## config.mk

```make
export PLATFORM = sky130hd
export DESIGN_NAME = sub_result_seg_driver
export DESIGN_NICKNAME = d
export VERILOG_FILES = /design/src/rtl/sub_result_seg_driver.sv
export SDC_FILE = /design/constraint.sdc
export NUM_CORES = 1
export LEC_CHECK = 0
export CORE_ASPECT_RATIO = 1.25
export CORE_MARGIN = 2
export CORE_UTILIZATION = 35
export DETAILED_ROUTE_END_ITERATION = 6
export GPL_TIMING_DRIVEN = 0
export PLACE_DENSITY = 0.56
export SLEW_MARGIN = 40
export SYNTH_ARGS = -nofsm -noshare
export SYNTH_HDL_FRONTEND = slang
export SYNTH_SLANG_ARGS = --single-unit
```

## constraint.sdc

```tcl
create_clock -name clk -period 3.69 [get_ports clk]
set_input_delay 0.369 -clock clk [delete_from_list [all_inputs] [get_ports clk]]
set_output_delay 0.369 -clock clk [all_outputs]
set_load 0.02 [all_outputs]
```

## src/rtl/sub_result_seg_driver.sv

```systemverilog
// Captures the substractor's signed 4-bit result and scans it as blank/sign/tens/units
// onto a common-anode 4-digit 7-segment display.
module sub_result_seg_driver #(
  parameter int unsigned REFRESH_DIV = 50000,
  parameter int unsigned CNT_W       = 16
) (
  input  logic       clk,
  input  logic       rst_n,
  input  logic       valid_i,
  input  logic [3:0] result_i,
  input  logic       sign_i,
  output logic [3:0] an_o,
  output logic [6:0] seg_o,
  output logic       loaded_o
);

  localparam int unsigned MAG_W = 4;
  localparam int unsigned SEG_W = 7;
  localparam logic [SEG_W-1:0] GLYPH_BLANK = 7'b1111111;
  localparam logic [SEG_W-1:0] GLYPH_MINUS = 7'b0111111;

  typedef enum logic [1:0] {
    SEL_UNITS = 2'd0,
    SEL_TENS  = 2'd1,
    SEL_SIGN  = 2'd2,
    SEL_RSVD  = 2'd3
  } digit_sel_e;

  digit_sel_e       sel, sel_nxt;
  logic [CNT_W-1:0] cnt, cnt_nxt;
  logic [MAG_W-1:0] mag, mag_nxt;
  logic             neg, neg_nxt;
  logic             loaded_nxt;
  logic [3:0]       an_nxt;
  logic [SEG_W-1:0] seg_nxt;
  logic             wrap_c;
  logic             tens_c;
  logic [MAG_W-1:0] units_c;

  // Active-low decimal digit glyphs, {g,f,e,d,c,b,a}
  function automatic logic [SEG_W-1:0] digit_glyph(input logic [MAG_W-1:0] d);
    logic [SEG_W-1:0] g;
    g = GLYPH_BLANK;
    case (d)
      4'd0: g = 7'b1000000;
      4'd1: g = 7'b1111001;
      4'd2: g = 7'b0100100;
      4'd3: g = 7'b0110000;
      4'd4: g = 7'b0011001;
      4'd5: g = 7'b0010010;
      4'd6: g = 7'b0000010;
      4'd7: g = 7'b1111000;
      4'd8: g = 7'b0000000;
      4'd9: g = 7'b0010000;
      default: g = GLYPH_BLANK;
    endcase
    return g;
  endfunction

  // State and output registers
  always_ff @(posedge clk or negedge rst_n) begin
    if (!rst_n) begin
      sel      <= SEL_UNITS;
      cnt      <= '0;
      mag      <= '0;
      neg      <= 1'b0;
      loaded_o <= 1'b0;
      an_o     <= 4'b1111;
      seg_o    <= GLYPH_BLANK;
    end else begin
      sel      <= sel_nxt;
      cnt      <= cnt_nxt;
      mag      <= mag_nxt;
      neg      <= neg_nxt;
      loaded_o <= loaded_nxt;
      an_o     <= an_nxt;
      seg_o    <= seg_nxt;
    end
  end

  // Next-state: refresh timing, digit scan, capture, and the registered display image
  always_comb begin
    cnt_nxt    = cnt + CNT_W'(1);
    sel_nxt    = sel;
    mag_nxt    = mag;
    neg_nxt    = neg;
    loaded_nxt = loaded_o;
    an_nxt     = 4'b1111;
    seg_nxt    = GLYPH_BLANK;

    wrap_c  = (cnt == CNT_W'(REFRESH_DIV - 1));
    tens_c  = (mag >= MAG_W'(10));
    units_c = tens_c ? (mag - MAG_W'(10)) : mag;

    if (wrap_c) begin
      cnt_nxt = '0;
      case (sel)
        SEL_UNITS: sel_nxt = SEL_TENS;
        SEL_TENS:  sel_nxt = SEL_SIGN;
        default:   sel_nxt = SEL_UNITS;
      endcase
    end

    // Zero magnitude never keeps a sign, so "-0" cannot be shown
    if (valid_i) begin
      mag_nxt    = result_i;
      neg_nxt    = sign_i && (result_i != '0);
      loaded_nxt = 1'b1;
    end

    case (sel)
      SEL_UNITS: begin
        an_nxt  = 4'b1110;
        seg_nxt = digit_glyph(units_c);
      end
      SEL_TENS: begin
        an_nxt  = 4'b1101;
        seg_nxt = tens_c ? digit_glyph(MAG_W'(1)) : GLYPH_BLANK;
      end
      SEL_SIGN: begin
        an_nxt  = 4'b1011;
        seg_nxt = neg ? GLYPH_MINUS : GLYPH_BLANK;
      end
      default: begin
        an_nxt  = 4'b1111;
        seg_nxt = GLYPH_BLANK;
      end
    endcase

    if (!loaded_o) begin
      seg_nxt = GLYPH_BLANK;
    end
  end

endmodule

```

==> parameters.txt, run 1 <==
Parameter                              Value

Worst setup path
  CP Cell Sequence    ha_1, nand3_2, or4_1, nor2_2, mux2_2
  Element type at the critical path end    flop
  CP Depth    5
  CP bufs+invs    0
  Peak fanout along the critical path    5
  Worst reg2reg path depth    5
  Startpoint of the most critical register-to-register path    cnt[0]$_DFF_PN0_
  CP Launch Type    flop
  Critical path launch point    cnt[0]$_DFF_PN0_
  Kind of critical path    flop to flop
  Critical Path Max Stage Delay    0.51 ns
  Required time at the endpoint of the critical path    around 3.9 ns
  Critical path's slowest cell    sky130_fd_sc_hd__or4_1
  Kind of cell adding the most delay to the critical path    simple AND/OR/NAND/NOR gates
  Endpoint of the worst setup timing path    sel[1]$_DFFE_PN0N_
  Data arrival time at the worst-slack endpoint    2.05 ns
  Setup slack, reg-to-reg    approximately 1.8 ns
  Critical R2R Capture    sel[1]$_DFFE_PN0N_

STA
  Fin crit share    51.0%
  Minimum clock period after layout    between 1.5 and 2 ns
  Unrepaired setup endpoints after global routing    false
  Setup Total Neg Slack    0 ns
  Max-slew violation count    0
  Fin Clk Skew    0.00910 ns
  Total count of hold-check failures in the final report    0
  Highest Clock Rate    ~530 MHz
  Setup Viol. Count Final    0

Clock tree
  Latest clock arrival within the worst-skew pair    0.28 ns
  Total of cells resized after clock tree synthesis    0
  Clock Path Buffers    2
  Count of clock tree sinks    34
  Post CTS Setup Buffer Count    0
  CTS root buf    sky130_fd_sc_hd__clkbuf_8
  Clock transition at the registers of the reported paths    ~0.070 ns
  Hold bufs inserted after CTS    0
  TritonCTS Buffers    5
  Maximum level of the CTS H-tree    2
  TritonCTS clock tree    done

Status
  Status    finished clean

Logic synthesis
  Adder and majority gate portion of the synthesized area    8.52%
  Multiplexer fraction of the synthesized cell area    around 2.5%
  Dominant register cell in the synthesized netlist    sky130_fd_sc_hd__dfrtp_1
  Number of warnings reported in the yosys synthesis log    0
  FFs w/ async S/R, synth    100%
  Main combinational cell family by area after synthesis    simple AND/OR/NAND/NOR gates
  Synth Instances    170
  Synth Cell Area    0.00176 sq mm
  Xor/xnor share of the synthesized area    approximately 6.5%
  Post-synthesis compound-gate area fraction    10.7%
  Number of nets produced by synthesis    190
  Number of enable-type register cells in the synthesized netlist    0
  Average instance area after synthesis    between 10 and 15 sq um
  Post-synthesis sequential element count    34
  Share of the yosys chip area belonging to registers    ~49%
  Netlist cell types    42
  Synth Area in Simple Gates    a little under a fifth

Floorplan
  Total die area    around 0.0056 sq mm
  Core area    approximately 0.0048 sq mm
  Number of ports placed on the die boundary    20
  Height of the chip    83.4 um
  Starting density of the core    between 30% and 40%
  DIE WIDTH    67.5 um
  Standard-cell row count    28

Global routing
  Global-route wire length before repair    between 6 and 7 mm
  Congestion Overflow GR    0
  Pin count of the biggest net entering global routing    22
  Antenna violations before repair    0
  Vias in the first global route    1,380
  Total routing resource utilization after global routing    between 10 and 15%

Run
  Maximum Capacitance Violations    0

Finish
  Filler cell count    between 400 and 500
  Count of nets after finishing    between 200 and 250
  Area growth from synthesis to final layout    19.7%
  Share of final-layout standard cells stronger than drive strength 1    between 10% and 20%
  Number of antenna repair diodes    0

Placement
  Half-perimeter wire length after placement    ~2.5 mm
  Final GP Congestion    about 0.8
  Total of buffers placed on input and output ports    17

Detailed routing
  Total via count in the routed design    roughly 1,300
  Violation count after the first detailed-routing iteration    a little over 90
  Detail Route Antenna Nets    0
  Aggregate routed wire length    3.34 mm
  Post-detailed-route wirelength per cell    ~13 um
  Detailed-route vias per instance    approximately 5.2
  DRC violations left    0
  Drt pass-1 iters    4

Power and ir drop
  Cell leakage power    roughly 0.92 nW
  Share of power burned in combinational logic    between 15 and 20%
  Total power consumption of the routed design    0.000842 W
  Largest vdd supply drop    roughly 0.15 mV
  Sequential share of power    49.4%
  Sw Pwr    between 0.0002 and 0.00025 W
  Switching share of total power    25.8%
  Part of the power in the clock network    32.9%
  Power per unit of standard cell area    399 mW/mm^2
  Internal power component    between 0.0006 and 0.0007 W

Worst hold path
  Worst hold path type    primary input to async pin
## area by class of cell
| cell class | instances | area, sq um | area share, % |
|---|---|---|---|
| Sequential cell | 34 | 863 | 40.9 |
| Tap cell | 60 | 75.1 | 3.56 |
| Timing Repair Buffer | 18 | 180 | 8.54 |
| Inverter | 11 | 41.3 | 1.96 |
| Clock buffer | 7 | 86.3 | 4.09 |
| Clock inverter | 1 | 5.00 | 0.237 |
| Buffer | 5 | 31.3 | 1.48 |
| Multi-Input combinational cell | 120 | 827 | 39.2 |
## Yosys cell counts, types with 2 or more instances
cell type	count	area, sq um
sky130_fd_sc_hd__dfrtp_1	24	601
sky130_fd_sc_hd__nor2_1	14	52.6
sky130_fd_sc_hd__nand2_1	13	48.8
sky130_fd_sc_hd__ha_1	12	150
sky130_fd_sc_hd__inv_1	11	41.3
sky130_fd_sc_hd__o21ai_0	11	55.1
sky130_fd_sc_hd__dfstp_2	10	263
sky130_fd_sc_hd__nand3_1	7	35.0
sky130_fd_sc_hd__xor2_1	7	61.3
sky130_fd_sc_hd__xnor2_1	6	52.6
sky130_fd_sc_hd__nand4_1	5	31.3
sky130_fd_sc_hd__a21oi_1	4	20.0
sky130_fd_sc_hd__or4_1	4	30.0
sky130_fd_sc_hd__mux2_2	3	33.8
sky130_fd_sc_hd__a211oi_1	2	15.0
sky130_fd_sc_hd__a31oi_1	2	12.5
sky130_fd_sc_hd__and4_1	2	17.5
sky130_fd_sc_hd__clkbuf_1	2	7.51
sky130_fd_sc_hd__nand2b_1	2	12.5
sky130_fd_sc_hd__nand3_2	2	20.0
sky130_fd_sc_hd__nor2b_1	2	12.5
sky130_fd_sc_hd__nor3_1	2	10.0
sky130_fd_sc_hd__nor4b_1	2	17.5
sky130_fd_sc_hd__o311ai_0	2	17.5
sky130_fd_sc_hd__or2_2	2	12.5
## power by group through the flow
stage / Combinational, W / Sequential, W / Clock [W]
after global routing: 0.000165 / 0.000419 / 0.000303
after CTS: 0.000150 / 0.000416 / 0.000286
after floorplan: 0.0000619 / 0.000445 / 0
after detailed placement: 0.000150 / 0.000423 / 0
after global placement: 0.000147 / 0.000422 / 0
final: 0.000149 / 0.000416 / 0.000277
## metal layers
layer	global-route usage, %	routed length, um	up-vias
met4	5.01	50	0
met2	22.2	1640	24
met1	17.5	1530	647
li1	-	-	647
met3	4.34	124	6
met5	0	0	-
## stage by stage
| stage | utilization [%] | hold slack (ns) | cell area [sq um] | setup WS (ns) | std cells |
|---|---|---|---|---|---|
| after global placement | 41.8 | 0.487 | 2010 | 1.63 | 247 |
| after detailed placement | 42.0 | 0.345 | 2020 | 1.81 | 248 |
| after CTS | 44.0 | 0.0384 | 2110 | 1.79 | 256 |
| final | 44.0 | 0.0250 | 2110 | 1.81 | 256 |
| after floorplan | - | 0.0734 | 1760 | 1.91 | 170 |
| after global routing | 44.0 | 0.0491 | 2110 | 1.66 | 256 |
## worst min-delay path by stage
stage                     startpoint          endpoint  cells past startpoint
CTS                            rst_n  cnt[7]$_DFF_PN0_                      1
global route                   rst_n  cnt[7]$_DFF_PN0_                      1
finish                         rst_n  cnt[7]$_DFF_PN0_                      1
detailed placement             rst_n  cnt[7]$_DFF_PN0_                      1
floorplan                      rst_n  cnt[0]$_DFF_PN0_                      0
global placement    cnt[0]$_DFF_PN0_  cnt[0]$_DFF_PN0_                      1
## layout by cell type, fill, tap and decap left out, drive strengths merged, types with 2 or more instances in the layout
cell	count
dfrtp	24
clkdlybuf4s50	16
nor2	15
nand2	13
ha	12
inv	11
o21ai	11
dfstp	10
nand3	9
clkbuf	9
xor2	7
xnor2	6
nand4	5
buf	5
a21oi	4
or4	4
mux2	3
a31oi	2
nand2b	2
nor2b	2
nor4b	2
o311ai	2
a211oi	2
and4	2
or2	2
nor3	2
## flip-flops by register name, indices dropped and copies added, names as in the netlist
name / flops
an_o: 3
cnt: 16
loaded_o: 1
mag: 4
neg: 1
seg_o: 7
sel: 2
## cells by family (layout without fill, tap and decap cells)
logic type               after synthesis  count (layout)
adder cells (fa/ha/maj)               12              12
buffers and inverters                 16              42
XOR/XNOR                              13              13
AND/OR/NAND/NOR                       61              61
AO/OA/AOI/OAI                         29              29
other                                  1               1
multiplexers                           4               4
flip-flops                            34              34
Note: power is estimated with default switching activity, not from simulation.
==> inputs of run 2 (changes only) <==
Clock period 3.69 ns to 1.8 ns, I/O delays scaled along.
==> run 2 against run 1 <==
Against the previous run: sequential cell count unchanged; cell area increased by 3.6%; worst hold slack improved by 0.27 ns; critical path depth unchanged; clock skew about the same; largest cell class is now multi-input gates.
==> parameters.txt, run 2 (synthesized netlist as in run 1, its figures left out) <==
Parameter                              Value

Floorplan
  Number of ports placed on the die boundary    20 (unchanged)
  Core area    0.00480 sq mm (unchanged)
  Height of the chip    83.4 um (unchanged)
  Total die area    0.00562 sq mm (unchanged)
  DIE WIDTH    67.5 um (unchanged)
  Starting density of the core    36.7% (unchanged)
  Standard-cell row count    28 (unchanged)

Power and ir drop
  Share of power burned in combinational logic    18.8% (+1.1 points)
  Internal power component    0.00130 W (+110%)
  Switching share of total power    25.9% (about the same)
  Power per unit of standard cell area    799 mW/mm^2 (+100%)
  Largest vdd supply drop    0.320 mV (+110%)
  Sw Pwr    0.000452 W (+110%)
  Sequential share of power    48.8% (-0.6 points)
  Part of the power in the clock network    32.4% (-0.5 points)
  Cell leakage power    0.936 nW (+2.0%)
  Total power consumption of the routed design    0.00175 W (+110%)

Worst setup path
  CP Launch Type    flop
  Kind of critical path    flop to flop
  CP bufs+invs    0 (unchanged)
  Startpoint of the most critical register-to-register path    cnt[1]$_DFF_PN0_
  Required time at the endpoint of the critical path    1.97 ns (-1.89 ns)
  Critical Path Max Stage Delay    0.51 ns (about the same)
  Data arrival time at the worst-slack endpoint    1.89 ns (-0.16 ns)
  Critical R2R Capture    sel[1]$_DFFE_PN0N_
  CP Cell Sequence    ha_4, nand3_4, or4_4, nor2_4, mux2_2
  Kind of cell adding the most delay to the critical path    simple AND/OR/NAND/NOR gates
  Critical path's slowest cell    sky130_fd_sc_hd__or4_4
  Element type at the critical path end    flop
  Worst reg2reg path depth    5 (unchanged)
  Peak fanout along the critical path    5 (unchanged)
  Setup slack, reg-to-reg    0.07 ns (-1.74 ns)

Finish
  Number of antenna repair diodes    0 (unchanged)
  Most common cell after layout, fill and taps aside    sky130_fd_sc_hd__dfrtp_1
  Design Area, Final    0.00219 sq mm (+3.6%)
  Top reg by flops    cnt
  Registers with the most flip-flops    cnt: 16 flops, seg_o: 7 flops, mag: 4 flops
  Fin cells    259 (+1.2%)
  Count of nets after finishing    218 (+1.4%)
  Share of final-layout standard cells stronger than drive strength 1    19.1% (+3.3 points)
  Max reg flops    16 (unchanged)
  Area growth from synthesis to final layout    24.0%
  Most frequent cells in the layout    24 x sky130_fd_sc_hd__dfrtp_1, 16 x sky130_fd_sc_hd__clkdlybuf4s50_1, 14 x sky130_fd_sc_hd__nor2_1

Clock tree
  Latest clock arrival within the worst-skew pair    0.28 ns (about the same)
  Clock Path Buffers    2 (unchanged)
  Clock transition at the registers of the reported paths    0.07 ns (about the same)
  Count of clock tree sinks    34 (unchanged)
  TritonCTS Buffers    5 (unchanged)
  TritonCTS clock tree    done
  CTS root buf    sky130_fd_sc_hd__clkbuf_8
  Maximum level of the CTS H-tree    2 (unchanged)

Global routing
  Global-route wire length before repair    6.17 mm (+0.90%)
  Total routing resource utilization after global routing    14.1% (+0.11 points)
  Pin count of the biggest net entering global routing    22 (unchanged)
  Vias in the first global route    1,399 (+1.4%)
  Congestion Overflow GR    0 (unchanged)
  Antenna violations before repair    0 (unchanged)

Detailed routing
  Detailed-route vias per instance    5.15 (-0.34%)
  DRC violations left    0 (unchanged)
  Drt pass-1 iters    4 (unchanged)
  Total via count in the routed design    1,335 (+0.83%)
  Violation count after the first detailed-routing iteration    93 (unchanged)
  Detail Route Antenna Nets    0 (unchanged)
  Post-detailed-route wirelength per cell    13.3 um (+1.7%)
  Aggregate routed wire length    3.44 mm (+2.9%)

Placement
  Total of buffers placed on input and output ports    17 (unchanged)
  Placement Cell Area    0.00202 sq mm (unchanged)
  Final GP Congestion    0.810 (unchanged)
  Half-perimeter wire length after placement    2.54 mm (unchanged)
  Number of cells in the design after placement    248 (unchanged)

Worst hold path
  Worst Hold Path EP    mag[2]$_DFFE_PN0P_
  Number of cells on the worst hold path    3
  Hold wc startpoint    valid_i
  Worst hold path type    primary input to flop

STA
  Fin crit share    96.0% (+45 points)
  Worst hold slack    0.295 ns (+0.270 ns)
  Max-slew violation count    0 (unchanged)
  Setup Total Neg Slack    0 ns (unchanged)
  Setup Viol. Count Final    0 (unchanged)
  Highest Clock Rate    579 MHz (+8.9%)
  Fin Clk Skew    0.00869 ns (-0.000411 ns)
  Total count of hold-check failures in the final report    0 (unchanged)
  Minimum clock period after layout    1.73 ns (-0.153 ns)
  Unrepaired setup endpoints after global routing    true

Status
  Status    finished clean

Run
  Maximum Capacitance Violations    0 (unchanged)
[run 2: worst min-delay path: cells and delay by family]
family | cells | cell delay [ns]
and+or+nand+nor | 1 | 0.10
AOI/OAI and AO/OA | 1 | 0.07
buffers and inverters | 1 | 0.18
[run 2: layer usage]
layer / share of wire, % / global-route usage [%] / wire length, um / up-vias
met5: 0 / 0 / 0 / -
met4: 1.7 / 5.01 / 57 / 0
met3: 3.3 / 4.34 / 113 / 6
met2: 50 / 22.5 / 1710 / 26
met1: 45 / 17.5 / 1560 / 653
li1: - / - / - / 650
[run 2: repair_timing]
item	CTS	global route
resized for setup	3	9
hold buffers	1	0
hold endpoints to repair	10	0
pin swaps	1	0
endpoints found under the setup margin	3	5
buffers inserted	2	0
[run 2: power groups by stage]
stage          Sequential (W)  Clock, W  Combinational (W)
5_1_grt              0.000859  0.000621           0.000362
4_1_cts              0.000852  0.000585           0.000319
3_5_place_dp         0.000867         0           0.000307
3_3_place_gp         0.000865         0           0.000302
6_report             0.000853  0.000566           0.000328
2_1_floorplan        0.000912         0           0.000127
[run 2: layout make-up]
class                   instances  area [sq um]
inverters                      11          41.3
plain buffers                   5          33.8
multi-input cells             120           876
well taps                      60          75.1
clock buffers                   7          86.3
flip-flops and latches         34           863
repair buffers                 21           205
fillers                       454          2610
clock inverters                 1          5.00
[run 2: how the worst max path moves through the flow]
stage,start,cells past startpoint,to,slack (ns)
after floorplan,cnt[0]$_DFF_PN0_,5,sel[1]$_DFFE_PN0N_,0.02
after global placement,cnt[0]$_DFF_PN0_,5,sel[1]$_DFFE_PN0N_,-0.1
after detailed placement,cnt[0]$_DFF_PN0_,5,sel[1]$_DFFE_PN0N_,-0.08
after CTS,cnt[1]$_DFF_PN0_,5,sel[1]$_DFFE_PN0N_,0.02
after global routing,cnt[1]$_DFF_PN0_,6,sel[0]$_DFFE_PN0N_,-0.009
final,cnt[1]$_DFF_PN0_,5,sel[1]$_DFFE_PN0N_,0.07
[run 2: through the flow]
stage / setup slack, ns / util (%)
detailed placement: -0.0817 / 42.0
global placement: -0.0995 / 41.8
floorplan: 0.0211 / -
CTS: 0.0173 / 44.9
global route: -0.00908 / 45.5
finish: 0.0724 / 45.5
